### config.mk
export PLATFORM = sky130hd
export DESIGN_NAME = acc_requant_flat
export DESIGN_NICKNAME = d
export VERILOG_FILES = /design/src/rtl/acc_requant_if.sv /design/src/rtl/acc_requant.sv /design/src/flat_wrapper.sv
export SDC_FILE = /design/constraint.sdc
export NUM_CORES = 2
export LEC_CHECK = 0
export BUFFER_PORTS_ARGS = -buffer_cell sky130_fd_sc_hd__buf_2
export CAP_MARGIN = 20
export CORE_AREA = 2 2 260 262
export DETAILED_ROUTE_END_ITERATION = 7
export DIE_AREA = 0 0 262 264
export PLACE_DENSITY_LB_ADDON = 0.1
export SYNTH_ARGS = -nofsm -noshare
export SYNTH_HDL_FRONTEND = slang
export SYNTH_SLANG_ARGS = --single-unit
### constraint.sdc
create_clock -name clk -period 11.7 [get_ports clk]
set_input_delay 1.17 -clock clk [delete_from_list [all_inputs] [get_ports clk]]
set_output_delay 1.17 -clock clk [all_outputs]
set_load 0.01 [all_outputs]
### src/rtl/acc_requant_if.sv
// Streaming bus of acc_requant: MAC samples in, requantised int8 results out.
interface acc_requant_if #(
   parameter int ACC_W = 16,
   parameter int OUT_W = 8
);
   logic signed [ACC_W-1:0] in_data;
   logic                    in_valid;
   logic signed [OUT_W-1:0] out_data;
   logic                    out_valid;
   logic                    out_ready;

   modport master (output in_data, output in_valid, output out_ready,
                   input  out_data, input  out_valid);
   modport slave  (input  in_data, input  in_valid, input  out_ready,
                   output out_data, output out_valid);
endinterface

### src/rtl/acc_requant.sv
// Dot-product accumulator with bias, scale, rounding shift, ReLU and int8
// saturation, followed by a small output FIFO that drops on overflow.
module acc_requant #(
   parameter int ACC_W      = 16,
   parameter int SUM_W      = 32,
   parameter int OUT_W      = 8,
   parameter int LEN_W      = 8,
   parameter int SCALE_W    = 16,
   parameter int SHIFT_W    = 5,
   parameter int FIFO_DEPTH = 4
) (
   input  logic                          clk,
   input  logic                          reset,
   input  logic                          start,
   input  logic        [LEN_W-1:0]       cfg_len,
   input  logic signed [SUM_W-1:0]       cfg_bias,
   input  logic signed [SCALE_W-1:0]     cfg_scale,
   input  logic        [SHIFT_W-1:0]     cfg_shift,
   input  logic                          cfg_relu,
   acc_requant_if.slave                  bus,
   output logic                          busy,
   output logic                          drop_err,
   output logic [$clog2(FIFO_DEPTH):0]   fifo_count
);
   localparam int PW = SUM_W + SCALE_W;
   localparam int AW = $clog2(FIFO_DEPTH);
   localparam logic        [LEN_W-1:0]   LEN_ONE  = 1;
   localparam logic        [SHIFT_W-1:0] SH_ONE   = 1;
   localparam logic        [AW:0]        CNT_ONE  = 1;
   localparam logic        [AW:0]        FULL_CNT = (AW+1)'(FIFO_DEPTH);
   localparam logic signed [PW:0]        RND_ONE  = 1;
   localparam logic signed [PW:0]        SAT_MAX  = {{(PW+2-OUT_W){1'b0}}, {(OUT_W-1){1'b1}}};
   localparam logic signed [PW:0]        SAT_MIN  = {{(PW+2-OUT_W){1'b1}}, {(OUT_W-1){1'b0}}};

   typedef enum logic {IDLE, RUN} state_t;

   state_t                     state_q;
   logic        [LEN_W-1:0]    len_q;
   logic        [LEN_W-1:0]    cnt_q;
   logic signed [SUM_W-1:0]    bias_q;
   logic signed [SCALE_W-1:0]  scale_q;
   logic        [SHIFT_W-1:0]  shift_q;
   logic                       relu_q;
   logic signed [SUM_W-1:0]    sum_q;
   logic signed [SUM_W-1:0]    sum1_p1_q;
   logic                       vld_p1_q;
   logic signed [PW-1:0]       prod_p2_q;
   logic                       vld_p2_q;
   logic        [AW-1:0]       wr_ptr_q;
   logic        [AW-1:0]       rd_ptr_q;
   logic        [AW:0]         count_q;
   logic                       drop_q;
   logic signed [OUT_W-1:0]    mem_q [FIFO_DEPTH];

   logic signed [SUM_W-1:0]    in_ext;
   logic signed [SUM_W-1:0]    sum_d;
   logic signed [SUM_W-1:0]    sum1_d;
   logic        [LEN_W-1:0]    last_idx;
   logic                       acc_fire;
   logic                       last_term;
   logic signed [PW-1:0]       mul_a;
   logic signed [PW-1:0]       mul_b;
   logic signed [PW-1:0]       prod_d;
   logic signed [OUT_W-1:0]    res_p2;
   logic                       push;
   logic                       pop;
   logic                       full;
   logic                       push_ok;
   logic                       drop;

   // Round half toward +inf, then arithmetic shift; one guard bit absorbs the carry.
   function automatic logic signed [PW:0] round_shift(input logic signed [PW-1:0] p,
                                                      input logic [SHIFT_W-1:0] sh);
      logic signed [PW:0] t;
      logic signed [PW:0] half;
      t    = {p[PW-1], p};
      half = '0;
      if (sh != '0) half = RND_ONE <<< (sh - SH_ONE);
      return (t + half) >>> sh;
   endfunction

   function automatic logic signed [OUT_W-1:0] sat_clamp(input logic signed [PW:0] r,
                                                         input logic relu);
      logic signed [PW:0] v;
      v = r;
      if (relu && v[PW]) v = '0;
      if (v > SAT_MAX) return SAT_MAX[OUT_W-1:0];
      if (v < SAT_MIN) return SAT_MIN[OUT_W-1:0];
      return v[OUT_W-1:0];
   endfunction

   always_comb begin
      in_ext    = {{(SUM_W-ACC_W){bus.in_data[ACC_W-1]}}, bus.in_data};
      acc_fire  = (state_q == RUN) && bus.in_valid && !start;
      last_idx  = (len_q == '0) ? '0 : len_q - LEN_ONE;
      last_term = (cnt_q == last_idx);
      sum_d     = sum_q + in_ext;
      sum1_d    = sum_d + bias_q;
      mul_a     = {{SCALE_W{sum1_p1_q[SUM_W-1]}}, sum1_p1_q};
      mul_b     = {{SUM_W{scale_q[SCALE_W-1]}}, scale_q};
      prod_d    = mul_a * mul_b;
      res_p2    = sat_clamp(round_shift(prod_p2_q, shift_q), relu_q);
      push      = vld_p2_q && !start;
      pop       = (count_q != '0) && bus.out_ready;
      full      = (count_q == FULL_CNT);
      push_ok   = push && (!full || pop);
      drop      = push && full && !pop;
   end

   always_ff @(posedge clk) begin
      if (reset) begin
         state_q   <= IDLE;
         len_q     <= '0;
         cnt_q     <= '0;
         bias_q    <= '0;
         scale_q   <= '0;
         shift_q   <= '0;
         relu_q    <= 1'b0;
         sum_q     <= '0;
         sum1_p1_q <= '0;
         vld_p1_q  <= 1'b0;
         prod_p2_q <= '0;
         vld_p2_q  <= 1'b0;
         drop_q    <= 1'b0;
      end else if (start) begin
         state_q  <= RUN;
         len_q    <= cfg_len;
         bias_q   <= cfg_bias;
         scale_q  <= cfg_scale;
         shift_q  <= cfg_shift;
         relu_q   <= cfg_relu;
         cnt_q    <= '0;
         sum_q    <= '0;
         vld_p1_q <= 1'b0;
         vld_p2_q <= 1'b0;
         drop_q   <= 1'b0;
      end else begin
         // S1: accumulate; final term folds in the bias and restarts the sum
         if (acc_fire) begin
            if (last_term) begin
               sum_q     <= '0;
               cnt_q     <= '0;
               sum1_p1_q <= sum1_d;
            end else begin
               sum_q <= sum_d;
               cnt_q <= cnt_q + LEN_ONE;
            end
         end
         vld_p1_q <= acc_fire && last_term;
         // S2: full-width scale product
         if (vld_p1_q) prod_p2_q <= prod_d;
         vld_p2_q <= vld_p1_q;
         if (drop) drop_q <= 1'b1;
      end
   end

   // S3: round/clamp result lands in the FIFO
   always_ff @(posedge clk) begin
      if (reset) begin
         wr_ptr_q <= '0;
         rd_ptr_q <= '0;
         count_q  <= '0;
      end else begin
         if (push_ok) wr_ptr_q <= wr_ptr_q + 1'b1;
         if (pop)     rd_ptr_q <= rd_ptr_q + 1'b1;
         case ({push_ok, pop})
            2'b10:   count_q <= count_q + CNT_ONE;
            2'b01:   count_q <= count_q - CNT_ONE;
            default: count_q <= count_q;
         endcase
      end
   end

   always_ff @(posedge clk) begin
      if (push_ok) mem_q[wr_ptr_q] <= res_p2;
   end

   assign bus.out_valid = (count_q != '0);
   assign bus.out_data  = (count_q != '0) ? mem_q[rd_ptr_q] : '0;
   assign busy          = (cnt_q != '0) || vld_p1_q || vld_p2_q;
   assign drop_err      = drop_q;
   assign fifo_count    = count_q;
endmodule

### src/flat_wrapper.sv
// flat-port wrapper written by rule: the top's interface ports become plain ports
module acc_requant_flat 
#(
   parameter int ACC_W      = 16,
   parameter int SUM_W      = 32,
   parameter int OUT_W      = 8,
   parameter int LEN_W      = 8,
   parameter int SCALE_W    = 16,
   parameter int SHIFT_W    = 5,
   parameter int FIFO_DEPTH = 4
)
  (clk, reset, start, cfg_len, cfg_bias, cfg_scale, cfg_shift, cfg_relu, busy, drop_err, fifo_count, bus_in_data, bus_in_valid, bus_out_ready, bus_out_data, bus_out_valid);
  acc_requant_if #(.ACC_W(ACC_W), .OUT_W(OUT_W)) bus_i ();
  input  logic clk;
  input  logic reset;
  input  logic start;
  input  logic        [LEN_W-1:0] cfg_len;
  input  logic signed [SUM_W-1:0] cfg_bias;
  input  logic signed [SCALE_W-1:0] cfg_scale;
  input  logic        [SHIFT_W-1:0] cfg_shift;
  input  logic cfg_relu;
  output logic busy;
  output logic drop_err;
  output logic [$clog2(FIFO_DEPTH):0] fifo_count;
  input wire logic [$bits(bus_i.in_data)-1:0] bus_in_data;
  input wire logic [$bits(bus_i.in_valid)-1:0] bus_in_valid;
  input wire logic [$bits(bus_i.out_ready)-1:0] bus_out_ready;
  output wire logic [$bits(bus_i.out_data)-1:0] bus_out_data;
  output wire logic [$bits(bus_i.out_valid)-1:0] bus_out_valid;
  assign bus_i.in_data = bus_in_data;
  assign bus_i.in_valid = bus_in_valid;
  assign bus_i.out_ready = bus_out_ready;
  assign bus_out_data = bus_i.out_data;
  assign bus_out_valid = bus_i.out_valid;
  acc_requant #(.ACC_W(ACC_W), .SUM_W(SUM_W), .OUT_W(OUT_W), .LEN_W(LEN_W), .SCALE_W(SCALE_W), .SHIFT_W(SHIFT_W), .FIFO_DEPTH(FIFO_DEPTH)) u_core (.clk(clk), .reset(reset), .start(start), .cfg_len(cfg_len), .cfg_bias(cfg_bias), .cfg_scale(cfg_scale), .cfg_shift(cfg_shift), .cfg_relu(cfg_relu), .bus(bus_i), .busy(busy), .drop_err(drop_err), .fifo_count(fifo_count));
endmodule
==> reports/results.ini <==
[routing]
initialDrtViolationCount=2951
routedWlPerCell_um=21.04
route.detailed.drc=0
ant_nets=0
viasPerCell=5.970
firstDrtPassIters=5
vias=31140
drt_wl_total_um=109700

[pwr]
combPwrFrac_pct=21.2
p_sw_share_pct=32.26
irDropWorstVdd_mv=0.1133
p_int_mw=1.557
pwr-share-clk_pct=42.7
power_density_mw_per_mm2=60.24
seqPwrFrac_pct=36.1
p_leak_nw=16.14
p_sw_uw=741.5
power.total_mw=2.298

[yosys]
async_flop_share_pct=0
netlist_area_mm2=0.03617
synth.avg_cell_area_um2=8.267
ys_seq_elements=227
synth_edf_count=32
ys_types=114
syn_nets=5163
synthCells=4375
yosysWarnings=0
ys_seq_area_share_pct=13.45
synth_flop_cell=dfxtp_1

[floorplan]
fp.dieH_um=264
io_pins=97
fp.dieW_um=262
start_util_pct=54.33
die-area_mm2=0.06917
placementRows=95
core_mm2=0.06656

[timing]
tns_ps=0
hold_viol=0
tightest_slew_ps=1124
finalMaxSlewViolations=0
period_minus_slack_ps=8111
fin_crit_sh_pct=69.32
fin_skew_ps=32.57
relSlewSlack_pct=23.13
fmaxAchievable_mhz=123.3
finalHoldWorstSlack_ps=456.9
setup_viol=0
rsz0062_at_grt=no

[grt]
grt_pass1_vias=31710
grt_max_degree=82
grt_pass1_wl_um=177400
grt_use_total_pct=32.57
gr-total-overflow=0
antenna_found_initial=2

[clock_network]
htreeDepth=1
cts_buffers=29
ctsHoldBuffers=0
cts_setup_buffers=0
clockBufferDepth=3
clk_pin_slew_worst_paths_ps=60
cts-root-buf=clkbuf_16
cts-resized-gates=0
clock-sinks=227
cts_tree=built
clock_latency_ps=620

[setup_path]
critPathCaptureType=register
worst-endpoint-arrival_ps=8610
reg2reg_from=u_core.scale_q[13]$_SDFFE_PP0P_
cp_max_fo=18
startpoint_type=register
r2r_setup_slack_ps=3590
reg2reg_depth=26
critical_path_class=register to register
r2r_end=u_core.prod_p2_q[47]$_SDFFE_PP0P_
critPathRequiredTime_ps=12200

[cells_and_area]
diodes=0
drive_gt1_share_pct=6.908
area_growth_pct=5.494
final_common_cell=nand2_1
layout_common_cells=640 x nand2_1, 543 x inv_1, 490 x fa_1
layout.nets=5110
final_cell_count_no_fill=5216

[min_path]
whs_path_depth=2
worstHoldEndpoint=u_core.prod_p2_q[15]$_SDFFE_PP0P_
hold_path.startpoint=u_core.prod_p2_q[15]$_SDFFE_PP0P_
worstHoldPathType=register to register

[place]
placed_cells=5162
hpwl_um=84130
portBuffers=96
gp_congestion=0.9846

[run]
max_cap_violations=0

[outcome]
status=finished, final reports clean

==> critical path, stage by stage, from the launching register on <==
cell and delay [ps]:
dfxtp_1 910, nand2_1 150, fa_1 530, inv_1 60, fa_1 510, fa_1 520
fa_1 540, inv_1 50, fa_1 520, inv_1 60, fa_1 420, ha_1 360
a21o_1 180, a21o_1 170, a21oi_1 180, o21bai_1 160, a21oi_1 210, nor3b_1 260
a211oi_1 140, o31ai_1 530, o31ai_1 190, a31o_2 310, a221oi_1 350, o21ai_0 200
a21oi_1 220, nand3_1 100, o311a_1 160
==> per-stage QoR <==
stage | worst slack (ps) | cell area, um2 | utilization (%)
after floorplan | 4485 | 36170 | -
after global placement | 3643 | 37090 | 55.72
after detailed placement | 3597 | 37090 | 55.72
after CTS | 3541 | 38130 | 57.28
after global routing | 2864 | 38150 | 57.32
final | 3589 | 38150 | 57.32
==> cells in the mapped netlist, drive strengths merged (26+ instances only) <==
| cell type | number | area (um2) |
|---|---|---|
| nand4 | 33 | 212.7 |
| xor2 | 48 | 420.4 |
| and3 | 33 | 207.7 |
| nor2 | 293 | 1105 |
| o21ai | 134 | 678.2 |
| xnor2 | 92 | 824.5 |
| nor3 | 98 | 506.7 |
| buf | 33 | 157.6 |
| dfxtp | 195 | 3904 |
| inv | 543 | 2038 |
| nand2b | 59 | 369.1 |
| o21a | 26 | 195.2 |
| and2 | 190 | 1189 |
| a211oi | 51 | 382.9 |
| a21oi | 273 | 1378 |
| clkbuf | 198 | 884.6 |
| fa | 490 | 9809 |
| edfxtp | 32 | 960.9 |
| a21o | 48 | 361.6 |
| or3 | 34 | 217.7 |
| mux2i | 95 | 950.9 |
| nand3 | 85 | 425.4 |
| nand2 | 644 | 2427 |
| o211ai | 44 | 335.3 |
| ha | 215 | 2690 |
| a22oi | 30 | 225.2 |
==> registers in the layout, summed over array words and instances, names as in the netlist, named ones only <==
register and flops:
u_core.prod_p2_q 48, u_core.bias_q 32, u_core.mem_q 32, u_core.sum1_p1_q 32
u_core.sum_q 32, u_core.scale_q 16, u_core.cnt_q 8, u_core.len_q 8
u_core.shift_q 5, u_core.fifo_count 3, u_core.rd_ptr_q 2, u_core.wr_ptr_q 2
u_core.drop_err 1, u_core.relu_q 1, u_core.state_q 1, u_core.vld_p1_q 1
u_core.vld_p2_q 1
==> how the worst max path moves through the flow <==
stage                                           start                                 to  slack [ps]  cells past startpoint
detailed placement  u_core.sum1_p1_q[10]$_SDFFE_PP0P_  u_core.prod_p2_q[46]$_SDFFE_PP0P_        3600                     29
global route          u_core.scale_q[13]$_SDFFE_PP0P_  u_core.prod_p2_q[47]$_SDFFE_PP0P_        2860                     26
finish                u_core.scale_q[13]$_SDFFE_PP0P_  u_core.prod_p2_q[47]$_SDFFE_PP0P_        3590                     26
floorplan           u_core.sum1_p1_q[11]$_SDFFE_PP0P_  u_core.prod_p2_q[47]$_SDFFE_PP0P_        4490                     29
CTS                 u_core.sum1_p1_q[10]$_SDFFE_PP0P_  u_core.prod_p2_q[46]$_SDFFE_PP0P_        3540                     29
global placement    u_core.sum1_p1_q[10]$_SDFFE_PP0P_  u_core.prod_p2_q[46]$_SDFFE_PP0P_        3640                     29
==> cells by family (layout without fill, tap and decap cells) <==
group / count (synthesis) / after routing / synth area share (%)
and+or+nand+nor: 1586 / 1586 / 20.84
AOI/OAI and AO/OA: 810 / 810 / 14.77
buffers and inverters: 777 / 745 / 8.566
adders and majority gates: 705 / 705 / 34.56
DFF: 227 / 227 / 13.45
xor gates and xnor gates: 140 / 140 / 3.442
muxes: 129 / 129 / 4.359
other: 1 / 1 / 0.01037
==> routing by layer <==
layer	global-route usage, %	vias up	part of all wire [%]
met1	44.58	15260	43
met2	53.13	1190	47
met3	4.347	234	6.9
met4	11.02	2	3.7
met5	0	-	0.012
li1	-	14460	-
==> area by class of cell <==
class                      count  area [um2]
inverter                     545        2046
fill                        6267       28410
tap                          873        1092
timing repair buffer         148       892.1
clock inverter                18       250.2
clock buffer                  34       785.8
sequential                   227        4871
multi-input combinational   3371       28220
==> power groups by stage <==
stage | Sequential [mW] | Combinational, mW | Clock [mW]
after CTS | 0.828 | 0.481 | 0.998
after global routing | 0.830 | 0.534 | 1.03
after global placement | 0.844 | 0.478 | 0
after detailed placement | 0.845 | 0.478 | 0
after floorplan | 0.829 | 0.349 | 0
final | 0.829 | 0.487 | 0.982
Power figures use the tool's default switching activity.
